`src/rtl/id_ex_operand_stage_if.sv`:
```
// Decode/execute bus for the ID/EX operand stage: decoded instruction fields,
// EX/MEM and MEM/WB writeback taps, and the operands handed to the ALU.
interface id_ex_operand_stage_if #(
    parameter int unsigned XLEN = 32,
    parameter int unsigned RA_W = 5
);
    logic            id_valid_i;
    logic [XLEN-1:0] id_pc_i;
    logic [XLEN-1:0] id_rs1_data_i;
    logic [XLEN-1:0] id_rs2_data_i;
    logic [XLEN-1:0] id_imm_i;
    logic [RA_W-1:0] id_rs1_addr_i;
    logic [RA_W-1:0] id_rs2_addr_i;
    logic [RA_W-1:0] id_rd_addr_i;
    logic            id_use_rs1_i;
    logic            id_use_rs2_i;
    logic [3:0]      id_alu_sel_i;
    logic            id_a_sel_i;
    logic            id_b_sel_i;
    logic            id_reg_wen_i;
    logic            id_mem_rd_i;
    logic            id_mem_wr_i;

    logic [RA_W-1:0] exm_rd_i;
    logic            exm_wen_i;
    logic [XLEN-1:0] exm_result_i;
    logic [RA_W-1:0] mwb_rd_i;
    logic            mwb_wen_i;
    logic [XLEN-1:0] mwb_data_i;

    logic [XLEN-1:0] alu_a_o;
    logic [XLEN-1:0] alu_b_o;
    logic [3:0]      alu_sel_o;
    logic [XLEN-1:0] store_data_o;
    logic [XLEN-1:0] pc_o;
    logic [RA_W-1:0] rd_o;
    logic            valid_o;
    logic            reg_wen_o;
    logic            mem_rd_o;
    logic            mem_wr_o;

    // Decode side / pipeline environment
    modport master (
        output id_valid_i, id_pc_i, id_rs1_data_i, id_rs2_data_i, id_imm_i,
               id_rs1_addr_i, id_rs2_addr_i, id_rd_addr_i, id_use_rs1_i, id_use_rs2_i,
               id_alu_sel_i, id_a_sel_i, id_b_sel_i, id_reg_wen_i, id_mem_rd_i, id_mem_wr_i,
               exm_rd_i, exm_wen_i, exm_result_i, mwb_rd_i, mwb_wen_i, mwb_data_i,
        input  alu_a_o, alu_b_o, alu_sel_o, store_data_o, pc_o, rd_o, valid_o,
               reg_wen_o, mem_rd_o, mem_wr_o
    );

    // Operand stage
    modport slave (
        input  id_valid_i, id_pc_i, id_rs1_data_i, id_rs2_data_i, id_imm_i,
               id_rs1_addr_i, id_rs2_addr_i, id_rd_addr_i, id_use_rs1_i, id_use_rs2_i,
               id_alu_sel_i, id_a_sel_i, id_b_sel_i, id_reg_wen_i, id_mem_rd_i, id_mem_wr_i,
               exm_rd_i, exm_wen_i, exm_result_i, mwb_rd_i, mwb_wen_i, mwb_data_i,
        output alu_a_o, alu_b_o, alu_sel_o, store_data_o, pc_o, rd_o, valid_o,
               reg_wen_o, mem_rd_o, mem_wr_o
    );
endinterface

```
`src/rtl/id_ex_operand_stage.sv`:
```
// ID/EX pipeline register with EX operand selection and hazard stall detection.
// Build option OPERAND_FORWARDING_EN: when defined, EX/MEM and MEM/WB results are
// forwarded and only load-use hazards stall; when undefined, operands come straight
// from the latched register-file data and any RAW hazard on a used source stalls.
module id_ex_operand_stage #(
    parameter int unsigned XLEN        = 32,
    parameter int unsigned RA_W        = 5,
    parameter int unsigned STALL_CNT_W = 16
) (
    input  logic                   clk_i,
    input  logic                   rst_i,
    input  logic                   stall_i,
    input  logic                   flush_i,
    id_ex_operand_stage_if.slave   bus,
    output logic                   hazard_stall_o,
    output logic [STALL_CNT_W-1:0] stall_cnt_o
);

    localparam logic [3:0] ALU_ADD = 4'b0000;

    typedef struct packed {
        logic            valid;
        logic [XLEN-1:0] pc;
        logic [XLEN-1:0] rs1_data;
        logic [XLEN-1:0] rs2_data;
        logic [XLEN-1:0] imm;
`ifdef OPERAND_FORWARDING_EN
        logic [RA_W-1:0] rs1;
        logic [RA_W-1:0] rs2;
`endif
        logic [RA_W-1:0] rd;
        logic [3:0]      alu_sel;
        logic            a_sel;
        logic            b_sel;
        logic            reg_wen;
        logic            mem_rd;
        logic            mem_wr;
    } ex_reg_t;

    localparam ex_reg_t BUBBLE = '0;

    ex_reg_t                ex_q, ex_d, id_pkt;
    logic [STALL_CNT_W-1:0] cnt_q, cnt_d;
    logic                   hazard;
    logic [XLEN-1:0]        fwd_rs1, fwd_rs2;

    // Pack the decode-stage fields into the ID/EX record
    always_comb begin
        id_pkt          = BUBBLE;
        id_pkt.valid    = bus.id_valid_i;
        id_pkt.pc       = bus.id_pc_i;
        id_pkt.rs1_data = bus.id_rs1_data_i;
        id_pkt.rs2_data = bus.id_rs2_data_i;
        id_pkt.imm      = bus.id_imm_i;
`ifdef OPERAND_FORWARDING_EN
        id_pkt.rs1      = bus.id_rs1_addr_i;
        id_pkt.rs2      = bus.id_rs2_addr_i;
`endif
        id_pkt.rd       = bus.id_rd_addr_i;
        id_pkt.alu_sel  = bus.id_alu_sel_i;
        id_pkt.a_sel    = bus.id_a_sel_i;
        id_pkt.b_sel    = bus.id_b_sel_i;
        id_pkt.reg_wen  = bus.id_reg_wen_i;
        id_pkt.mem_rd   = bus.id_mem_rd_i;
        id_pkt.mem_wr   = bus.id_mem_wr_i;
    end

`ifdef OPERAND_FORWARDING_EN
    logic rs1_hit, rs2_hit;

    // Load-use hazard: a load in EX whose result the decoding instruction needs
    always_comb begin
        rs1_hit = bus.id_use_rs1_i && (bus.id_rs1_addr_i == ex_q.rd);
        rs2_hit = bus.id_use_rs2_i && (bus.id_rs2_addr_i == ex_q.rd);
        hazard  = ex_q.valid && ex_q.mem_rd && (ex_q.rd != '0) && bus.id_valid_i
                  && (rs1_hit || rs2_hit) && !flush_i;
    end

    // Forwarding muxes: EX/MEM beats MEM/WB beats register file; x0 is always zero
    always_comb begin
        if (ex_q.rs1 == '0)
            fwd_rs1 = '0;
        else if (bus.exm_wen_i && (bus.exm_rd_i == ex_q.rs1))
            fwd_rs1 = bus.exm_result_i;
        else if (bus.mwb_wen_i && (bus.mwb_rd_i == ex_q.rs1))
            fwd_rs1 = bus.mwb_data_i;
        else
            fwd_rs1 = ex_q.rs1_data;

        if (ex_q.rs2 == '0)
            fwd_rs2 = '0;
        else if (bus.exm_wen_i && (bus.exm_rd_i == ex_q.rs2))
            fwd_rs2 = bus.exm_result_i;
        else if (bus.mwb_wen_i && (bus.mwb_rd_i == ex_q.rs2))
            fwd_rs2 = bus.mwb_data_i;
        else
            fwd_rs2 = ex_q.rs2_data;
    end
`else
    logic rs1_raw, rs2_raw;

    // Any in-flight writer of a used, non-zero source forces a stall
    always_comb begin
        rs1_raw = bus.id_use_rs1_i && (bus.id_rs1_addr_i != '0)
                  && ((ex_q.valid && ex_q.reg_wen && (ex_q.rd == bus.id_rs1_addr_i))
                   || (bus.exm_wen_i && (bus.exm_rd_i == bus.id_rs1_addr_i))
                   || (bus.mwb_wen_i && (bus.mwb_rd_i == bus.id_rs1_addr_i)));
        rs2_raw = bus.id_use_rs2_i && (bus.id_rs2_addr_i != '0)
                  && ((ex_q.valid && ex_q.reg_wen && (ex_q.rd == bus.id_rs2_addr_i))
                   || (bus.exm_wen_i && (bus.exm_rd_i == bus.id_rs2_addr_i))
                   || (bus.mwb_wen_i && (bus.mwb_rd_i == bus.id_rs2_addr_i)));
        hazard  = bus.id_valid_i && (rs1_raw || rs2_raw) && !flush_i;
    end

    // Without forwarding the operands are the latched register-file reads
    always_comb begin
        fwd_rs1 = ex_q.rs1_data;
        fwd_rs2 = ex_q.rs2_data;
    end
`endif

    // Next-state: flush > hold > hazard bubble > load; saturating stall counter
    always_comb begin
        ex_d  = ex_q;
        cnt_d = cnt_q;
        if (hazard && (cnt_q != '1))
            cnt_d = cnt_q + STALL_CNT_W'(1);
        if (flush_i)
            ex_d = BUBBLE;
        else if (stall_i)
            ex_d = ex_q;
        else if (hazard)
            ex_d = BUBBLE;
        else
            ex_d = id_pkt;
    end

    // ID/EX register and stall counter
    always_ff @(posedge clk_i) begin
        if (rst_i) begin
            ex_q  <= BUBBLE;
            cnt_q <= '0;
        end else begin
            ex_q  <= ex_d;
            cnt_q <= cnt_d;
        end
    end

    // Operand selection and registered copies toward EX
    always_comb begin
        bus.alu_a_o      = ex_q.a_sel ? ex_q.pc : fwd_rs1;
        bus.alu_b_o      = ex_q.b_sel ? ex_q.imm : fwd_rs2;
        bus.alu_sel_o    = ex_q.alu_sel;
        bus.store_data_o = fwd_rs2;
        bus.pc_o         = ex_q.pc;
        bus.rd_o         = ex_q.rd;
        bus.valid_o      = ex_q.valid;
        bus.reg_wen_o    = ex_q.reg_wen;
        bus.mem_rd_o     = ex_q.mem_rd;
        bus.mem_wr_o     = ex_q.mem_wr;
        hazard_stall_o   = hazard;
        stall_cnt_o      = cnt_q;
    end

    // ALU_ADD is the reset/bubble select value and equals the all-zero record field
    logic unused_add;
    assign unused_add = (ALU_ADD == 4'b0000);

endmodule
```
`src/flat_wrapper.sv`:
```
// flat-port wrapper written by rule: the top's interface ports become plain ports
module id_ex_operand_stage_flat 
#(
    parameter int unsigned XLEN        = 32,
    parameter int unsigned RA_W        = 5,
    parameter int unsigned STALL_CNT_W = 16
)
  (clk_i, rst_i, stall_i, flush_i, hazard_stall_o, stall_cnt_o, bus_id_valid_i, bus_id_pc_i, bus_id_rs1_data_i, bus_id_rs2_data_i, bus_id_imm_i, bus_id_rs1_addr_i, bus_id_rs2_addr_i, bus_id_rd_addr_i, bus_id_use_rs1_i, bus_id_use_rs2_i, bus_id_alu_sel_i, bus_id_a_sel_i, bus_id_b_sel_i, bus_id_reg_wen_i, bus_id_mem_rd_i, bus_id_mem_wr_i, bus_exm_rd_i, bus_exm_wen_i, bus_exm_result_i, bus_mwb_rd_i, bus_mwb_wen_i, bus_mwb_data_i, bus_alu_a_o, bus_alu_b_o, bus_alu_sel_o, bus_store_data_o, bus_pc_o, bus_rd_o, bus_valid_o, bus_reg_wen_o, bus_mem_rd_o, bus_mem_wr_o);
  id_ex_operand_stage_if #(.XLEN(XLEN), .RA_W(RA_W)) bus_i ();
  input  logic clk_i;
  input  logic rst_i;
  input  logic stall_i;
  input  logic flush_i;
  output logic hazard_stall_o;
  output logic [STALL_CNT_W-1:0] stall_cnt_o;
  input wire logic [$bits(bus_i.id_valid_i)-1:0] bus_id_valid_i;
  input wire logic [$bits(bus_i.id_pc_i)-1:0] bus_id_pc_i;
  input wire logic [$bits(bus_i.id_rs1_data_i)-1:0] bus_id_rs1_data_i;
  input wire logic [$bits(bus_i.id_rs2_data_i)-1:0] bus_id_rs2_data_i;
  input wire logic [$bits(bus_i.id_imm_i)-1:0] bus_id_imm_i;
  input wire logic [$bits(bus_i.id_rs1_addr_i)-1:0] bus_id_rs1_addr_i;
  input wire logic [$bits(bus_i.id_rs2_addr_i)-1:0] bus_id_rs2_addr_i;
  input wire logic [$bits(bus_i.id_rd_addr_i)-1:0] bus_id_rd_addr_i;
  input wire logic [$bits(bus_i.id_use_rs1_i)-1:0] bus_id_use_rs1_i;
  input wire logic [$bits(bus_i.id_use_rs2_i)-1:0] bus_id_use_rs2_i;
  input wire logic [$bits(bus_i.id_alu_sel_i)-1:0] bus_id_alu_sel_i;
  input wire logic [$bits(bus_i.id_a_sel_i)-1:0] bus_id_a_sel_i;
  input wire logic [$bits(bus_i.id_b_sel_i)-1:0] bus_id_b_sel_i;
  input wire logic [$bits(bus_i.id_reg_wen_i)-1:0] bus_id_reg_wen_i;
  input wire logic [$bits(bus_i.id_mem_rd_i)-1:0] bus_id_mem_rd_i;
  input wire logic [$bits(bus_i.id_mem_wr_i)-1:0] bus_id_mem_wr_i;
  input wire logic [$bits(bus_i.exm_rd_i)-1:0] bus_exm_rd_i;
  input wire logic [$bits(bus_i.exm_wen_i)-1:0] bus_exm_wen_i;
  input wire logic [$bits(bus_i.exm_result_i)-1:0] bus_exm_result_i;
  input wire logic [$bits(bus_i.mwb_rd_i)-1:0] bus_mwb_rd_i;
  input wire logic [$bits(bus_i.mwb_wen_i)-1:0] bus_mwb_wen_i;
  input wire logic [$bits(bus_i.mwb_data_i)-1:0] bus_mwb_data_i;
  output wire logic [$bits(bus_i.alu_a_o)-1:0] bus_alu_a_o;
  output wire logic [$bits(bus_i.alu_b_o)-1:0] bus_alu_b_o;
  output wire logic [$bits(bus_i.alu_sel_o)-1:0] bus_alu_sel_o;
  output wire logic [$bits(bus_i.store_data_o)-1:0] bus_store_data_o;
  output wire logic [$bits(bus_i.pc_o)-1:0] bus_pc_o;
  output wire logic [$bits(bus_i.rd_o)-1:0] bus_rd_o;
  output wire logic [$bits(bus_i.valid_o)-1:0] bus_valid_o;
  output wire logic [$bits(bus_i.reg_wen_o)-1:0] bus_reg_wen_o;
  output wire logic [$bits(bus_i.mem_rd_o)-1:0] bus_mem_rd_o;
  output wire logic [$bits(bus_i.mem_wr_o)-1:0] bus_mem_wr_o;
  assign bus_i.id_valid_i = bus_id_valid_i;
  assign bus_i.id_pc_i = bus_id_pc_i;
  assign bus_i.id_rs1_data_i = bus_id_rs1_data_i;
  assign bus_i.id_rs2_data_i = bus_id_rs2_data_i;
  assign bus_i.id_imm_i = bus_id_imm_i;
  assign bus_i.id_rs1_addr_i = bus_id_rs1_addr_i;
  assign bus_i.id_rs2_addr_i = bus_id_rs2_addr_i;
  assign bus_i.id_rd_addr_i = bus_id_rd_addr_i;
  assign bus_i.id_use_rs1_i = bus_id_use_rs1_i;
  assign bus_i.id_use_rs2_i = bus_id_use_rs2_i;
  assign bus_i.id_alu_sel_i = bus_id_alu_sel_i;
  assign bus_i.id_a_sel_i = bus_id_a_sel_i;
  assign bus_i.id_b_sel_i = bus_id_b_sel_i;
  assign bus_i.id_reg_wen_i = bus_id_reg_wen_i;
  assign bus_i.id_mem_rd_i = bus_id_mem_rd_i;
  assign bus_i.id_mem_wr_i = bus_id_mem_wr_i;
  assign bus_i.exm_rd_i = bus_exm_rd_i;
  assign bus_i.exm_wen_i = bus_exm_wen_i;
  assign bus_i.exm_result_i = bus_exm_result_i;
  assign bus_i.mwb_rd_i = bus_mwb_rd_i;
  assign bus_i.mwb_wen_i = bus_mwb_wen_i;
  assign bus_i.mwb_data_i = bus_mwb_data_i;
  assign bus_alu_a_o = bus_i.alu_a_o;
  assign bus_alu_b_o = bus_i.alu_b_o;
  assign bus_alu_sel_o = bus_i.alu_sel_o;
  assign bus_store_data_o = bus_i.store_data_o;
  assign bus_pc_o = bus_i.pc_o;
  assign bus_rd_o = bus_i.rd_o;
  assign bus_valid_o = bus_i.valid_o;
  assign bus_reg_wen_o = bus_i.reg_wen_o;
  assign bus_mem_rd_o = bus_i.mem_rd_o;
  assign bus_mem_wr_o = bus_i.mem_wr_o;
  id_ex_operand_stage #(.XLEN(XLEN), .RA_W(RA_W), .STALL_CNT_W(STALL_CNT_W)) u_core (.clk_i(clk_i), .rst_i(rst_i), .stall_i(stall_i), .flush_i(flush_i), .bus(bus_i), .hazard_stall_o(hazard_stall_o), .stall_cnt_o(stall_cnt_o));
endmodule
```
`config.mk`:
```
export PLATFORM = sky130hd
export DESIGN_NAME = id_ex_operand_stage_flat
export DESIGN_NICKNAME = d
export VERILOG_FILES = /design/src/rtl/id_ex_operand_stage_if.sv /design/src/rtl/id_ex_operand_stage.sv /design/src/flat_wrapper.sv
export SDC_FILE = /design/constraint.sdc
export NUM_CORES = 1
export LEC_CHECK = 0
export BUFFER_PORTS_ARGS = -buffer_cell sky130_fd_sc_hd__buf_2
export CORE_AREA = 2 2 152 154
export CTS_BUF_LIST = sky130_fd_sc_hd__clkbuf_2
export CTS_CLUSTER_SIZE = 10
export DETAILED_ROUTE_END_ITERATION = 8
export DIE_AREA = 0 0 154 156
export GPL_ROUTABILITY_DRIVEN = 0
export GPL_TIMING_DRIVEN = 0
export HOLD_SLACK_MARGIN = 0.15
export PLACE_DENSITY = 0.71
export SYNTH_ARGS = -nofsm -noshare
export SYNTH_HDL_FRONTEND = slang
export SYNTH_SLANG_ARGS = --single-unit
```
`constraint.sdc`:
```
create_clock -name clk_i -period 3.9 [get_ports clk_i]
set_input_delay 0.585 -clock clk_i [delete_from_list [all_inputs] [get_ports clk_i]]
set_output_delay 0.585 -clock clk_i [all_outputs]
set_load 0.005 [all_outputs]
```
-- Word level (Yosys, flattened, before mapping)
Index checks and enable logic that the tools add are counted.
W data, S select, Z words.
- register bits: 159
- reduce and logical (&&, ||, !) cells: 23
- equality and inequality tests: 7
- add/subtract/negate cells: 1
- muxes and demuxes: 3
- operator list (cell ; count):
    $mux W143 ; 1
    $mux W32 ; 2
    $eq A5 B5 Y1 ; 6
    $add A16 B1 Y16 const B ; 1
    $ne A16 B16 Y1 const B ; 1
    $logic_and A1 B1 Y1 ; 14
    $reduce_bool A5 Y1 ; 2
    $logic_or A1 B1 Y1 ; 5
    $reduce_or A2 Y1 ; 1
    $logic_not A1 Y1 ; 1

-- Depth between registers and ports, before layout
- depth in word-level cells: 9
- depth in mapped cells: 10
- depth with buffers taken out: 7

-- Least setup slack after synthesis
No wires, ideal clock.
- path type: input-to-output
- from: input port bus_id_rs2_addr_i[4]
- to: output port hazard_stall_o
- stages on the path: 9
- arrival time: 1.957 ns
- slack: 1.358 ns
- buffers on the path: 3
- cell sequence: xor2_1 > nor4_1 > nand4_1 > and3_1 > o22a_1 > buf_6 > buf_2 > buf_2 > inv_1
- longest elaborated chain between the ends: 8
- elaborated cells on any way between the ends: 14
- those cells by class: eq/ne: 3; reduce/logical: 11
- ends and longest elaborated chain (element ; RTL line ; source):
    from (decl) ; flat_wrapper.sv:22 ; input wire logic [$bits(bus_i.id_rs2_addr_i)-1:0] bus_id_rs2_addr_i;
    $eq A5 B5 Y1, on equally long branches ; id_ex_operand_stage.sv:109, id_ex_operand_stage.sv:110 ;
    $logic_and A1 B1 Y1, on equally long branches ; id_ex_operand_stage.sv:109, id_ex_operand_stage.sv:110 ;
    $logic_or A1 B1 Y1 ; id_ex_operand_stage.sv:110 ; || (bus.exm_wen_i && (bus.exm_rd_i == bus.id_rs2_addr_i))
    $logic_or A1 B1 Y1 ; id_ex_operand_stage.sv:111 ; || (bus.mwb_wen_i && (bus.mwb_rd_i == bus.id_rs2_addr_i)));
    $logic_and A1 B1 Y1 * ; id_ex_operand_stage.sv:109 ; && ((ex_q.valid && ex_q.reg_wen && (ex_q.rd == bus.id_rs2_addr_i))
    $logic_or A1 B1 Y1 * ; id_ex_operand_stage.sv:112 ; hazard = bus.id_valid_i && (rs1_raw || rs2_raw) && !flush_i;
    $logic_and A1 B1 Y1 * (2 in series) ; id_ex_operand_stage.sv:112 ;
    to (decl) ; flat_wrapper.sv:14 ; output logic hazard_stall_o;
Mark *: on every way between the ends. The rest lies on a longest branch, timed or not.

-- Worst setup path in the final report
- from: register u_core.ex_q (netlist bit u_core.bus.rd_o[4])
- to: output port hazard_stall_o
- longest elaborated chain between the ends: 8
- elaborated cells on any way between the ends: 13
- those cells by class: eq/ne: 2; reduce/logical: 11
- ends and longest elaborated chain (element ; RTL line ; source):
    from (decl) ; id_ex_operand_stage.sv:42 ; ex_reg_t ex_q, ex_d, id_pkt;
    from (signal assigned) ; id_ex_operand_stage.sv:141 ; ex_q <= BUBBLE;
    from (signal assigned) ; id_ex_operand_stage.sv:144 ; ex_q <= ex_d;
    $eq A5 B5 Y1, on equally long branches ; id_ex_operand_stage.sv:105, id_ex_operand_stage.sv:109 ;
    $logic_and A1 B1 Y1, on equally long branches ; id_ex_operand_stage.sv:105, id_ex_operand_stage.sv:109 ;
    $logic_or A1 B1 Y1, on equally long branches ; id_ex_operand_stage.sv:106, id_ex_operand_stage.sv:110 ;
    $logic_or A1 B1 Y1, on equally long branches ; id_ex_operand_stage.sv:107, id_ex_operand_stage.sv:111 ;
    $logic_and A1 B1 Y1, on equally long branches ; id_ex_operand_stage.sv:105, id_ex_operand_stage.sv:109 ;
    $logic_or A1 B1 Y1 * ; id_ex_operand_stage.sv:112 ;
    $logic_and A1 B1 Y1 * (2 in series) ; id_ex_operand_stage.sv:112 ;
Marks and branches as above.

==> metrics.md <==
| Metric | Value |
|---|---|
| Total Wirelength | 29.4 mm |
| Post-route DRC | 0 |
| Reg power frac | 52.5% |
| # H-tree levels | 4 |
| Mux contribution to synthesized area | 9.65% |
| CP Data Arrival Time | 2.93 ns |
| Yosys top cell by area | dfxtp_1 |
| Worst setup SP type | register |
| Int Power | 2.31 mW |
| Max-Cap Viols | 0 |
| Synthesized area | 0.00805 mm^2 |
| Via count | 8700 |
| Setup TNS | 0 ns |
| Top-area cell type share of the netlist area | 39.5% |
| First-pass GRT wire length | 44.4 mm |
| Final Util | 52.5% |
| Psw | 0.955 mW |
| Post-Syn Nets | 1169 |
| Xor/xnor share of the synthesized area | 3.26% |
| Most common cell after layout, fill and taps aside | buf_2 |
| Reg2reg end | u_core.stall_cnt_o[10] |
| Clk network pwr share | 29.5% |
| FF-to-FF path depth | 7 |
| Tot GR Track Use | 23.2% |
| Core area | 0.0224 mm^2 |
| Post-DP HPWL | 20.4 mm |
| Drt wl/cell | 17.1 um |
| PD cells | 278 mW/mm^2 |
| Critical Path Max Stage Delay | 0.41 ns |
| Post-synth EDFFs | 0 |
| P&R area growth vs syn | 45.7% |
| Minimum clock period | 3.52 ns |
| Max transition margin | 48.2% |
| Cts bufs inserted | 17 |
| Synth Area in Simple Gates | 25.4% |
| CP dominant cell by count | buf_2 |
| Drt initial violations | 534 |
| Row count | 55 |
| CP endpoint kind | primary output |
| Vias in the first global route | 8517 |
| Root buf cell | clkbuf_2 |
| Synth warn | 0 |
| Die area | 0.0240 mm^2 |
| Vias per inst | 5.05 |
| Family with the most delay on the worst path | buffers and inverters |
| Max FO, Critical Path | 10 |
| Library cells used by synthesis | 37 |
| Worst path bufs/invs | 5 |
| VDD IR max | 0.150 mV |
| Ys async rst share | 0% |
| Final Skew | 0.0381 ns |
| Main synth FF type | dfxtp_1 |
| Hold Startpoint | bus_id_use_rs1_i |
| Critical path required time | 3.31 ns |
| Hold EP | u_core.stall_cnt_o[7] |
| Worst skew pair latency | 0.75 ns |
| Initial antenna violation count | 1 |
| Final period utilization | 90.2% |
| Initial Util | 36.0% |
| Synthesized area per cell | 8.63 um^2 |
| Register area share after synthesis | 39.5% |
| Port bufs | 327 |
| I/O Pins | 393 |
| Total gr overflow | 0 |
| CTS tree | yes |
| Slowest CP cell | dfxtp_1 |
| RSZ-0062 raised after global routing | no |
| Critical path, cell by cell | xor2_1 -> nor4_1 -> nand4_1 -> and3_1 -> o22a_1 -> buf_6 -> buf_2 -> buf_2 -> inv_1 -> buf_2 |
| Status | complete, no violations |
| Worst setup path class | reg -> out |
| Largest net degree at the start of global routing | 17 |
| Chip width | 154 um |
| Longest Clk Path Bufs | 2 |
| Resized cells post-CTS | 0 |
| Max-slew violations | 0 |
| DRT Pass-1 Iters | 5 |
| Largest family of logic cells by synthesized area | simple AND/OR/NAND/NOR gates |
| R2r setup slk | 1.38 ns |
| Gate power share | 18.0% |
| R2R Path Start | u_core.stall_cnt_o[2] |
| # setup viols final | 0 |
| Share of layout cells above drive strength 1 | 36.3% |
| NumNets Final | 1659 |
| Chip height | 156 um |
| Synth Instances | 933 |
| Post-synthesis compound-gate area fraction | 10.9% |
| #FFs+latches synth | 159 |
| Clock sinks | 159 |
| Final hold violation count | 0 |
| DRT antenna net count | 0 |
| Synth Area in Adders | 0.155% |
| Worst Tran Pin Value | 0.777 ns |
| Fillers | 2033 |
| Top cells by area, synth | dfxtp_1 40%, nand3b_1 13%, a21oi_1 9.5% |
| Max Fclk | 284 MHz |
| Most frequent cells in the layout | 346 x buf_2, 159 x dfxtp_1, 153 x a21oi_1 |
| Leakage | 5.23 nW |
| Worst-path clk slew | 0.26 ns |
| Hold Path Depth | 6 |
| Worst Hold Class | in -> reg |
| Switching Fraction | 29.3% |
routing by layer:
layer / up-vias / wire length (um) / global-route usage, %
met4: 0 / 1110 / 11.3
met5: - / 0 / 0
met2: 391 / 14100 / 38.5
met1: 4088 / 12400 / 28.6
met3: 93 / 1740 / 4.97
li1: 4128 / - / -
worst reg2reg max path, delay by kind of cell, from the launching register on:
family                 cells  cell delay, ns
and+or+nand+nor            4            1.12
DFF                        1            0.50
muxes                      1            0.31
buffers and inverters      2            0.52
layout make-up:
cell class                 count  area [um^2]  area share [%]
clock inverter                15          160            1.36
buffer                       154          891            7.59
clock buffer                  17         85.1           0.725
timing repair buffer         471         3080            26.2
inverter                       2         7.51          0.0640
antenna                        1         2.50          0.0213
tap                          285          357            3.04
sequential                   159         3180            27.1
multi-input combinational    618         3970            33.8
metrics by stage:
| stage | instances | total power [mW] | setup WS, ns | cell area, um^2 | hold WS [ns] |
|---|---|---|---|---|---|
| 6_report | 1722 | 3.26 | 0.382 | 11700 | 0.447 |
| 5_1_grt | 1722 | 3.41 | 0.147 | 11700 | 0.397 |
| 4_1_cts | 1721 | 3.27 | 0.331 | 11700 | 0.376 |
| 3_5_place_dp | 1545 | 2.20 | 0.862 | 10000 | 0.452 |
| 3_3_place_gp | 1545 | 2.19 | 0.885 | 10000 | 0.445 |
| 2_1_floorplan | 933 | 1.98 | 1.36 | 8050 | 0.428 |
synthesized netlist by cell type, types with 7 or more instances:
library cell    n
or4_1           9
dfxtp_1       159
nand3_1         7
o31ai_1         7
a21oi_1       153
xor2_1         24
buf_4          73
mux2_2         66
buf_2          19
nand2_1       148
clkbuf_1       60
nand3b_1      143
repair_timing:
item                       in CTS  in global routing
buffers inserted                0                  0
hold endpoints to repair      144                  0
hold buffers                  144                  0
setup endpoints to repair       0                  0
cells by family (layout without fill, tap and decap cells):
family	count (synthesis)	count (layout)
AOI/OAI and AO/OA	168	168
DFF	159	159
buffers and inverters	156	659
xor gates and xnor gates	30	30
other	0	1
muxes	69	69
adders and majority gates	1	1
and+or+nand+nor	350	350
power groups by stage:
stage | logic [mW] | registers [mW] | clock network (mW)
after detailed placement | 0.459 | 1.74 | 0
after global routing | 0.633 | 1.72 | 1.06
after CTS | 0.577 | 1.71 | 0.980
after global placement | 0.455 | 1.74 | 0
final | 0.586 | 1.71 | 0.963
after floorplan | 0.248 | 1.73 | 0
registers in the layout, indices dropped and copies added, names as in the netlist:
register                 count
u_core.stall_cnt_o          16
u_core.bus.mem_wr_o          1
u_core.fwd_rs1              32
u_core.bus.pc_o             32
u_core.bus.rd_o              5
u_core.bus.store_data_o     32
u_core.bus.alu_sel_o         4
u_core.ex_q                 34
u_core.bus.mem_rd_o          1
u_core.bus.valid_o           1
u_core.bus.reg_wen_o         1
worst max path at each step:
stage	cells past startpoint	startpoint	slack [ns]	endpoint
after floorplan	9	bus_id_rs2_addr_i[4]	1.36	hazard_stall_o
after global placement	11	bus_id_rs2_addr_i[4]	0.88	hazard_stall_o
after detailed placement	11	bus_id_rs2_addr_i[4]	0.86	hazard_stall_o
after CTS	10	u_core.bus.rd_o[4]	0.33	hazard_stall_o
after global routing	10	u_core.bus.rd_o[4]	0.15	hazard_stall_o
final	10	u_core.bus.rd_o[4]	0.38	hazard_stall_o
Note: power is estimated with default switching activity, not from simulation.
